**config.mk**
```make
export PLATFORM = sky130hd
export DESIGN_NAME = axirdarbiter
export DESIGN_NICKNAME = d
export VERILOG_FILES = /design/src/rtl/axirdarbiter.sv
export SDC_FILE = /design/constraint.sdc
export NUM_CORES = 1
export LEC_CHECK = 0
export BUFFER_PORTS_ARGS = -buffer_cell sky130_fd_sc_hd__buf_4
export CAP_MARGIN = 25
export CELL_PAD_IN_SITES_DETAIL_PLACEMENT = 2
export CELL_PAD_IN_SITES_GLOBAL_PLACEMENT = 2
export CORE_MARGIN = 2
export CORE_UTILIZATION = 21
export DETAILED_ROUTE_END_ITERATION = 8
export GPL_ROUTABILITY_DRIVEN = 0
export GPL_TIMING_DRIVEN = 0
export PLACE_DENSITY_LB_ADDON = 0.12
export SLEW_MARGIN = 40
export SYNTH_ARGS = -nofsm -noshare
export SYNTH_HDL_FRONTEND = slang
export SYNTH_SLANG_ARGS = --single-unit
```
**constraint.sdc**
```tcl
create_clock -name S_AXI_ACLK -period 17.5 [get_ports S_AXI_ACLK]
set_clock_uncertainty 0.1 [all_clocks]
set_input_delay 1.75 -clock S_AXI_ACLK [delete_from_list [all_inputs] [get_ports S_AXI_ACLK]]
set_output_delay 1.75 -clock S_AXI_ACLK [all_outputs]
set_load 0.005 [all_outputs]
```
**src/rtl/axirdarbiter.sv**
```systemverilog
// Round-robin arbiter sharing one AXI4 read slave port among NM read masters.
// One burst in flight at a time; the grant is held from AR acceptance until RLAST.
module axirdarbiter #(
    parameter int NM               = 2,
    parameter int C_AXI_ID_WIDTH   = 2,
    parameter int C_AXI_ADDR_WIDTH = 32,
    parameter int C_AXI_DATA_WIDTH = 32,
    parameter bit OPT_LOWPOWER     = 1'b0
) (
    input  logic                             S_AXI_ACLK,
    input  logic                             S_AXI_ARESETN,
    input  logic [NM-1:0]                    S_AXI_ARVALID,
    output logic [NM-1:0]                    S_AXI_ARREADY,
    input  logic [NM*C_AXI_ID_WIDTH-1:0]     S_AXI_ARID,
    input  logic [NM*C_AXI_ADDR_WIDTH-1:0]   S_AXI_ARADDR,
    input  logic [NM*8-1:0]                  S_AXI_ARLEN,
    output logic [NM-1:0]                    S_AXI_RVALID,
    input  logic [NM-1:0]                    S_AXI_RREADY,
    output logic [C_AXI_ID_WIDTH-1:0]        S_AXI_RID,
    output logic [C_AXI_DATA_WIDTH-1:0]      S_AXI_RDATA,
    output logic [1:0]                       S_AXI_RRESP,
    output logic                             S_AXI_RLAST,
    output logic                             M_AXI_ARVALID,
    input  logic                             M_AXI_ARREADY,
    output logic [C_AXI_ID_WIDTH-1:0]        M_AXI_ARID,
    output logic [C_AXI_ADDR_WIDTH-1:0]      M_AXI_ARADDR,
    output logic [7:0]                       M_AXI_ARLEN,
    input  logic                             M_AXI_RVALID,
    output logic                             M_AXI_RREADY,
    input  logic [C_AXI_ID_WIDTH-1:0]        M_AXI_RID,
    input  logic [C_AXI_DATA_WIDTH-1:0]      M_AXI_RDATA,
    input  logic [1:0]                       M_AXI_RRESP,
    input  logic                             M_AXI_RLAST
);
    // state  | meaning
    // S_IDLE | no burst owned; winner's AR accepted combinationally
    // S_ADDR | latched AR presented downstream until M_AXI_ARREADY
    // S_DATA | R channel routed to grant_q until the RLAST beat is taken

    localparam int GW = (NM > 1) ? $clog2(NM) : 1;
    localparam int IW = C_AXI_ID_WIDTH;
    localparam int AW = C_AXI_ADDR_WIDTH;
    localparam int DW = C_AXI_DATA_WIDTH;

    typedef enum logic [1:0] {S_IDLE, S_ADDR, S_DATA} state_t;

    state_t        state_q;
    logic [GW-1:0] grant_q, last_q, grant_d;
    logic          grant_vld;
    logic          arvalid_q;
    logic [IW-1:0] arid_q, arid_d;
    logic [AW-1:0] araddr_q, araddr_d;
    logic [7:0]    arlen_q, arlen_d;
    logic          ar_take;
    logic          in_data;
    logic          m_rready;
    logic          r_done;
    logic          rpass;
    logic [NM-1:0] s_rvalid;

    // Search masters after last_q first, then wrap to 0..last_q.
    always_comb begin
        grant_vld = 1'b0;
        grant_d   = '0;
        arid_d    = '0;
        araddr_d  = '0;
        arlen_d   = '0;
        for (int k = 0; k < NM; k++) begin
            if (!grant_vld && (k > int'(last_q)) && S_AXI_ARVALID[k]) begin
                grant_vld = 1'b1;
                grant_d   = GW'(k);
                arid_d    = S_AXI_ARID[k*IW +: IW];
                araddr_d  = S_AXI_ARADDR[k*AW +: AW];
                arlen_d   = S_AXI_ARLEN[k*8 +: 8];
            end
        end
        for (int k = 0; k < NM; k++) begin
            if (!grant_vld && (k <= int'(last_q)) && S_AXI_ARVALID[k]) begin
                grant_vld = 1'b1;
                grant_d   = GW'(k);
                arid_d    = S_AXI_ARID[k*IW +: IW];
                araddr_d  = S_AXI_ARADDR[k*AW +: AW];
                arlen_d   = S_AXI_ARLEN[k*8 +: 8];
            end
        end
    end

    assign ar_take = S_AXI_ARESETN && (state_q == S_IDLE) && grant_vld;
    assign in_data = (state_q == S_DATA);

    always_comb begin
        S_AXI_ARREADY = '0;
        s_rvalid      = '0;
        m_rready      = 1'b0;
        for (int k = 0; k < NM; k++) begin
            S_AXI_ARREADY[k] = ar_take && (grant_d == GW'(k));
            if (in_data && (grant_q == GW'(k))) begin
                s_rvalid[k] = M_AXI_RVALID;
                m_rready    = S_AXI_RREADY[k];
            end
        end
    end

    assign r_done = in_data && M_AXI_RVALID && m_rready && M_AXI_RLAST;

    // Low-power mode keeps the shared R payload quiet when nobody is being served.
    assign rpass        = !OPT_LOWPOWER || (|s_rvalid);
    assign S_AXI_RVALID = s_rvalid;
    assign M_AXI_RREADY = m_rready;
    assign S_AXI_RID    = rpass ? M_AXI_RID   : '0;
    assign S_AXI_RDATA  = rpass ? M_AXI_RDATA : '0;
    assign S_AXI_RRESP  = rpass ? M_AXI_RRESP : '0;
    assign S_AXI_RLAST  = rpass ? M_AXI_RLAST : 1'b0;

    assign M_AXI_ARVALID = arvalid_q;
    assign M_AXI_ARID    = arid_q;
    assign M_AXI_ARADDR  = araddr_q;
    assign M_AXI_ARLEN   = arlen_q;

    always_ff @(posedge S_AXI_ACLK) begin
        if (!S_AXI_ARESETN) begin
            state_q   <= S_IDLE;
            grant_q   <= '0;
            last_q    <= GW'(NM - 1);
            arvalid_q <= 1'b0;
            if (OPT_LOWPOWER) begin
                arid_q   <= '0;
                araddr_q <= '0;
                arlen_q  <= '0;
            end
        end else begin
            case (state_q)
                S_IDLE: begin
                    if (grant_vld) begin
                        grant_q   <= grant_d;
                        last_q    <= grant_d;
                        arid_q    <= arid_d;
                        araddr_q  <= araddr_d;
                        arlen_q   <= arlen_d;
                        arvalid_q <= 1'b1;
                        state_q   <= S_ADDR;
                    end
                end
                S_ADDR: begin
                    if (M_AXI_ARREADY) begin
                        arvalid_q <= 1'b0;
                        state_q   <= S_DATA;
                        if (OPT_LOWPOWER) begin
                            arid_q   <= '0;
                            araddr_q <= '0;
                            arlen_q  <= '0;
                        end
                    end
                end
                S_DATA: begin
                    if (r_done) begin
                        state_q <= S_IDLE;
                    end
                end
                default: begin
                    state_q   <= S_IDLE;
                    arvalid_q <= 1'b0;
                end
            endcase
        end
    end
endmodule

```
# [Yosys cells after proc, flatten, opt, wreduce, memory -nomap -nowiden]
# Cells that the tools add are included.
[totals] regBits=47 latch_bits=0 mem_bits_rw=0 romBits=0 input_bits=129 output_inout_bits=85 n_memories=0
[classes] addsub=0 multipliers=0 n_div=0 magnitude_cmp=2 eq_ne=5 shift=0 mux=25 bitwise_logic=3 reduce_logical=20
[op_table] operator="$mux 32" count=3
[op_table] operator="$mux 8" count=3
[op_table] operator="$logic_and 1x1->1" count=13
[op_table] operator="$mux 2" count=6
[op_table] operator="$mux 1" count=11
[op_table] operator="$reduce_and 3->1" count=3
[op_table] operator="$pmux 2 s3" count=1
[op_table] operator="$ne 2x2->1 const B" count=2
[op_table] operator="$not 1->1" count=3
[op_table] operator="$pmux 1 s3" count=1
[op_table] operator="$eq 2x1->1 const B" count=1
[op_table] operator="$eq 2x2->1 const B" count=1
[op_table] operator="$logic_not 1->1" count=2
[op_table] operator="$logic_not 2->1" count=1
[op_table] operator="$ne 2x1->1 const B" count=1
[op_table] operator="$reduce_and 2->1" count=1
[op_table] operator="$gt 1x1->1 const A" count=1
[op_table] operator="$le 1x1->1 const A" count=1

# [Depth between registers and ports, before layout]
[depth] word_depth=12 depth_mapped=4 depth_no_buf=3

# [Worst setup path after synthesis]
# OpenSTA, ideal clock, no wires.
[synth_path] path_kind="input to output" startpoint="input port S_AXI_ARESETN" endpoint="output port S_AXI_ARREADY[0]" arrival_time_ns=6.242 t_required_ns=15.650 path_slack_ns=9.408 cell_stages=3 path_buffers=0 cell_sequence="inv_1 nor4_1 nor2b_1"
[synth_between] elab_chain_len=3
[synth_rtl] item="from (decl)" line="11" source="input logic S_AXI_ARESETN,"
[synth_rtl] item="$logic_and 1x1->1 (2 in a row)" line="88" source="assign ar_take = S_AXI_ARESETN && (state_q == S_IDLE) && grant_vld;"
[synth_rtl] item="$logic_and 1x1->1" line="96" source="S_AXI_ARREADY[k] = ar_take && (grant_d == GW'(k));"
[synth_rtl] item="to (decl)" line="13" source="output logic [NM-1:0] S_AXI_ARREADY,"
# No other way between the ends.

# [Final worst setup path]
# Same ends and word-level chain as after synthesis.

==> impl_metrics.json <==
{
  "netlist_area_um2": 2240,
  "cts_root_buf": "clkbuf_8",
  "critPathLaunchType": "primary input",
  "hold_viol": 0,
  "min_path_type": "reg -> reg",
  "syn_avg_cell_area_um2": 13.6,
  "whs_ps": 416,
  "overflow": 0,
  "cp.required_ps": 15650,
  "placed_cell_area_um2": 3790,
  "avgViaCountPerCell": 4.25,
  "drc": 0,
  "final_util": 0.376,
  "min_path_cells": 2,
  "n_antenna_cell": 0,
  "crit_type": "in -> out",
  "cts_tree": "done",
  "grt_max_degree": 15,
  "drtIter0Drc": 44,
  "cp-end-kind": "output pin",
  "dp_hpwl_um": 6720,
  "path_buf_inv": 5,
  "area_growth_pct": 73.3,
  "finalNonFillerCells": 496,
  "crit_family": "buffers and inverters",
  "p_leak_nw": 1.84,
  "num_rows": 37,
  "detail-route-antenna-nets": 0,
  "dpl.cell_count": 488,
  "ys_seq_area_frac": 0.609,
  "critPathMaxStageDelay_ps": 410,
  "die-width_um": 107,
  "synthDistinctLibCells": 21,
  "fmax_mhz": 204,
  "fin_nets": 488,
  "die-area_um2": 11500,
  "ir_drop_uv": 27.5,
  "initial_core_util": 0.217,
  "relSlewSlack": 0.699,
  "fin_crit_sh": 0.280,
  "yosysWarnings": 0,
  "nFillCells": 1103,
  "cts_resized": 0,
  "grt_pass1_vias": 2325,
  "syn-num-nets": 294,
  "clk_pin_slew_ps": 90,
  "fin_setup_tns_ps": 0,
  "cts_max_path_buffers": 2,
  "place_ws_ps": 12560,
  "grt_pass1_wl_um": 11800,
  "core_region_area_um2": 10300,
  "ys_seq_elements": 47,
  "crit_cells": 7,
  "drt_pre_antenna_iters": 3,
  "period_minus_slack_ps": 4910,
  "track_usage": 0.133,
  "rsz0062_at_grt": "no",
  "worstPathArrival_ps": 3060,
  "slew_viol_final": 0,
  "cts.sinks": 47,
  "outcome": "complete, no violations",
  "wire_per_inst_um": 16.0,
  "crit_slowest_cell": "nor4_2",
  "die_y_um": 107,
  "finalSetupViolations": 0,
  "numPortBuffers": 177,
  "synthCells": 165,
  "regArea_um2": 1360,
  "multi_input_area_um2": 552,
  "worst_slack_ps": 12590,
  "r2r_cells": 6,
  "stdcell_area_um2": 3880,
  "cts_buffers": 5,
  "postCtsHoldBufs": 0,
  "postCtsSetupRepairBufs": 0,
  "htree_levels": 2,
  "routed_wl_um": 7960,
  "layout-drive-gt1-share": 0.675,
  "worst_slew_pin_slew_ps": 447,
  "crit_fanout": 6,
  "power.total_mw": 0.275,
  "clock_latency_ps": 300,
  "num_vias": 2108,
  "maxCapViolations": 0,
  "antenna_found_initial": 0,
  "powerDensity_nw_per_um2": 70.9,
  "crit_chain": "buf_4 -> inv_1 -> nor4_2 -> buf_2 -> buf_2 -> nor2b_1 -> buf_4",
  "io_pins": 214
}
kinds of logic after synthesis:
group / count (synthesis) / synth area share
DFF: 47 / 0.609
muxes: 1 / 0.00447
buffers and inverters: 48 / 0.148
and+or+nand+nor: 19 / 0.0453
AOI/OAI and AO/OA: 50 / 0.194
final cells by class:
cell class | count | area share
Tap cell | 136 | 0.0439
Timing Repair Buffer | 187 | 0.356
Buffer | 46 | 0.0833
Multi-Input combinational cell | 70 | 0.142
Sequential cell | 47 | 0.351
Clock inverter | 2 | 0.00323
Inverter | 2 | 0.00194
Clock buffer | 6 | 0.0187
synthesized netlist by cell type:
| cell type | n | area share |
|---|---|---|
| a2111oi_0 | 2 | 0.0078 |
| a21boi_2 | 2 | 0.010 |
| a21oi_1 | 1 | 0.0022 |
| a22o_1 | 42 | 0.16 |
| and3_1 | 3 | 0.0084 |
| buf_2 | 9 | 0.020 |
| buf_4 | 37 | 0.12 |
| dfxtp_1 | 5 | 0.045 |
| edfxtp_1 | 42 | 0.56 |
| inv_1 | 2 | 0.0034 |
| mux2i_1 | 1 | 0.0045 |
| nand2_1 | 3 | 0.0050 |
| nand2b_1 | 1 | 0.0028 |
| nor2_1 | 3 | 0.0050 |
| nor2b_1 | 4 | 0.011 |
| nor3_1 | 3 | 0.0067 |
| nor3b_1 | 1 | 0.0034 |
| nor4_1 | 1 | 0.0028 |
| o21ai_0 | 1 | 0.0022 |
| o21bai_1 | 1 | 0.0034 |
| o31a_1 | 1 | 0.0039 |
registers in the layout, indices dropped and copies added, names as in the netlist:
name and flops:
M_AXI_ARADDR 32, M_AXI_ARLEN 8, M_AXI_ARID 2, state_q 2
M_AXI_ARVALID 1, grant_q 1, last_q 1
worst paths after layout:
| check | from | endpoint | slack (ps) |
|---|---|---|---|
| setup / recovery | S_AXI_ARESETN | S_AXI_ARREADY[0] | 12590 |
| hold / removal | grant_q$_SDFFE_PN0P_ | grant_q$_SDFFE_PN0P_ | 420 |
| setup reg to reg | state_q[0]$_SDFFE_PN0P_ | M_AXI_ARADDR[24]$_DFFE_PP_ | 15350 |
| hold reg to reg | grant_q$_SDFFE_PN0P_ | grant_q$_SDFFE_PN0P_ | 420 |
worst register-to-register path: stages, from the launching register on:
cell	delay [ps]
dfxtp_1	310
buf_2	170
nor4_2	470
buf_2	270
buf_2	190
buf_2	190
buf_2	170
cells in the final DEF (no fill, tap or decap), drive strengths merged, types with 3 or more instances in the layout:
cell	instances
and3	3
nor3	3
nand2	3
a22o	42
dfxtp	5
buf	233
edfxtp	42
clkbuf	6
nor2	3
nor2b	4
where the power goes:
| part | leakage (nW) | total [mW] | switching [mW] | internal (mW) |
|---|---|---|---|---|
| combinational | 1.36 | 0.0714 | 0.0268 | 0.0445 |
| clock | 0.0412 | 0.0654 | 0.0374 | 0.0280 |
| sequential | 0.441 | 0.138 | 0.00352 | 0.134 |
| total | 1.84 | 0.275 | 0.0678 | 0.207 |
layer usage:
| layer | global-route usage | wire length [um] | part of all wire | vias up |
|---|---|---|---|---|
| met3 | 0.0395 | 773 | 0.097 | 3 |
| li1 | - | - | - | 984 |
| met5 | 0 | 0 | 0 | - |
| met4 | 0.0278 | 43 | 0.0054 | 0 |
| met2 | 0.247 | 4250 | 0.53 | 120 |
| met1 | 0.148 | 2880 | 0.36 | 1001 |
Power figures use the tool's default switching activity.
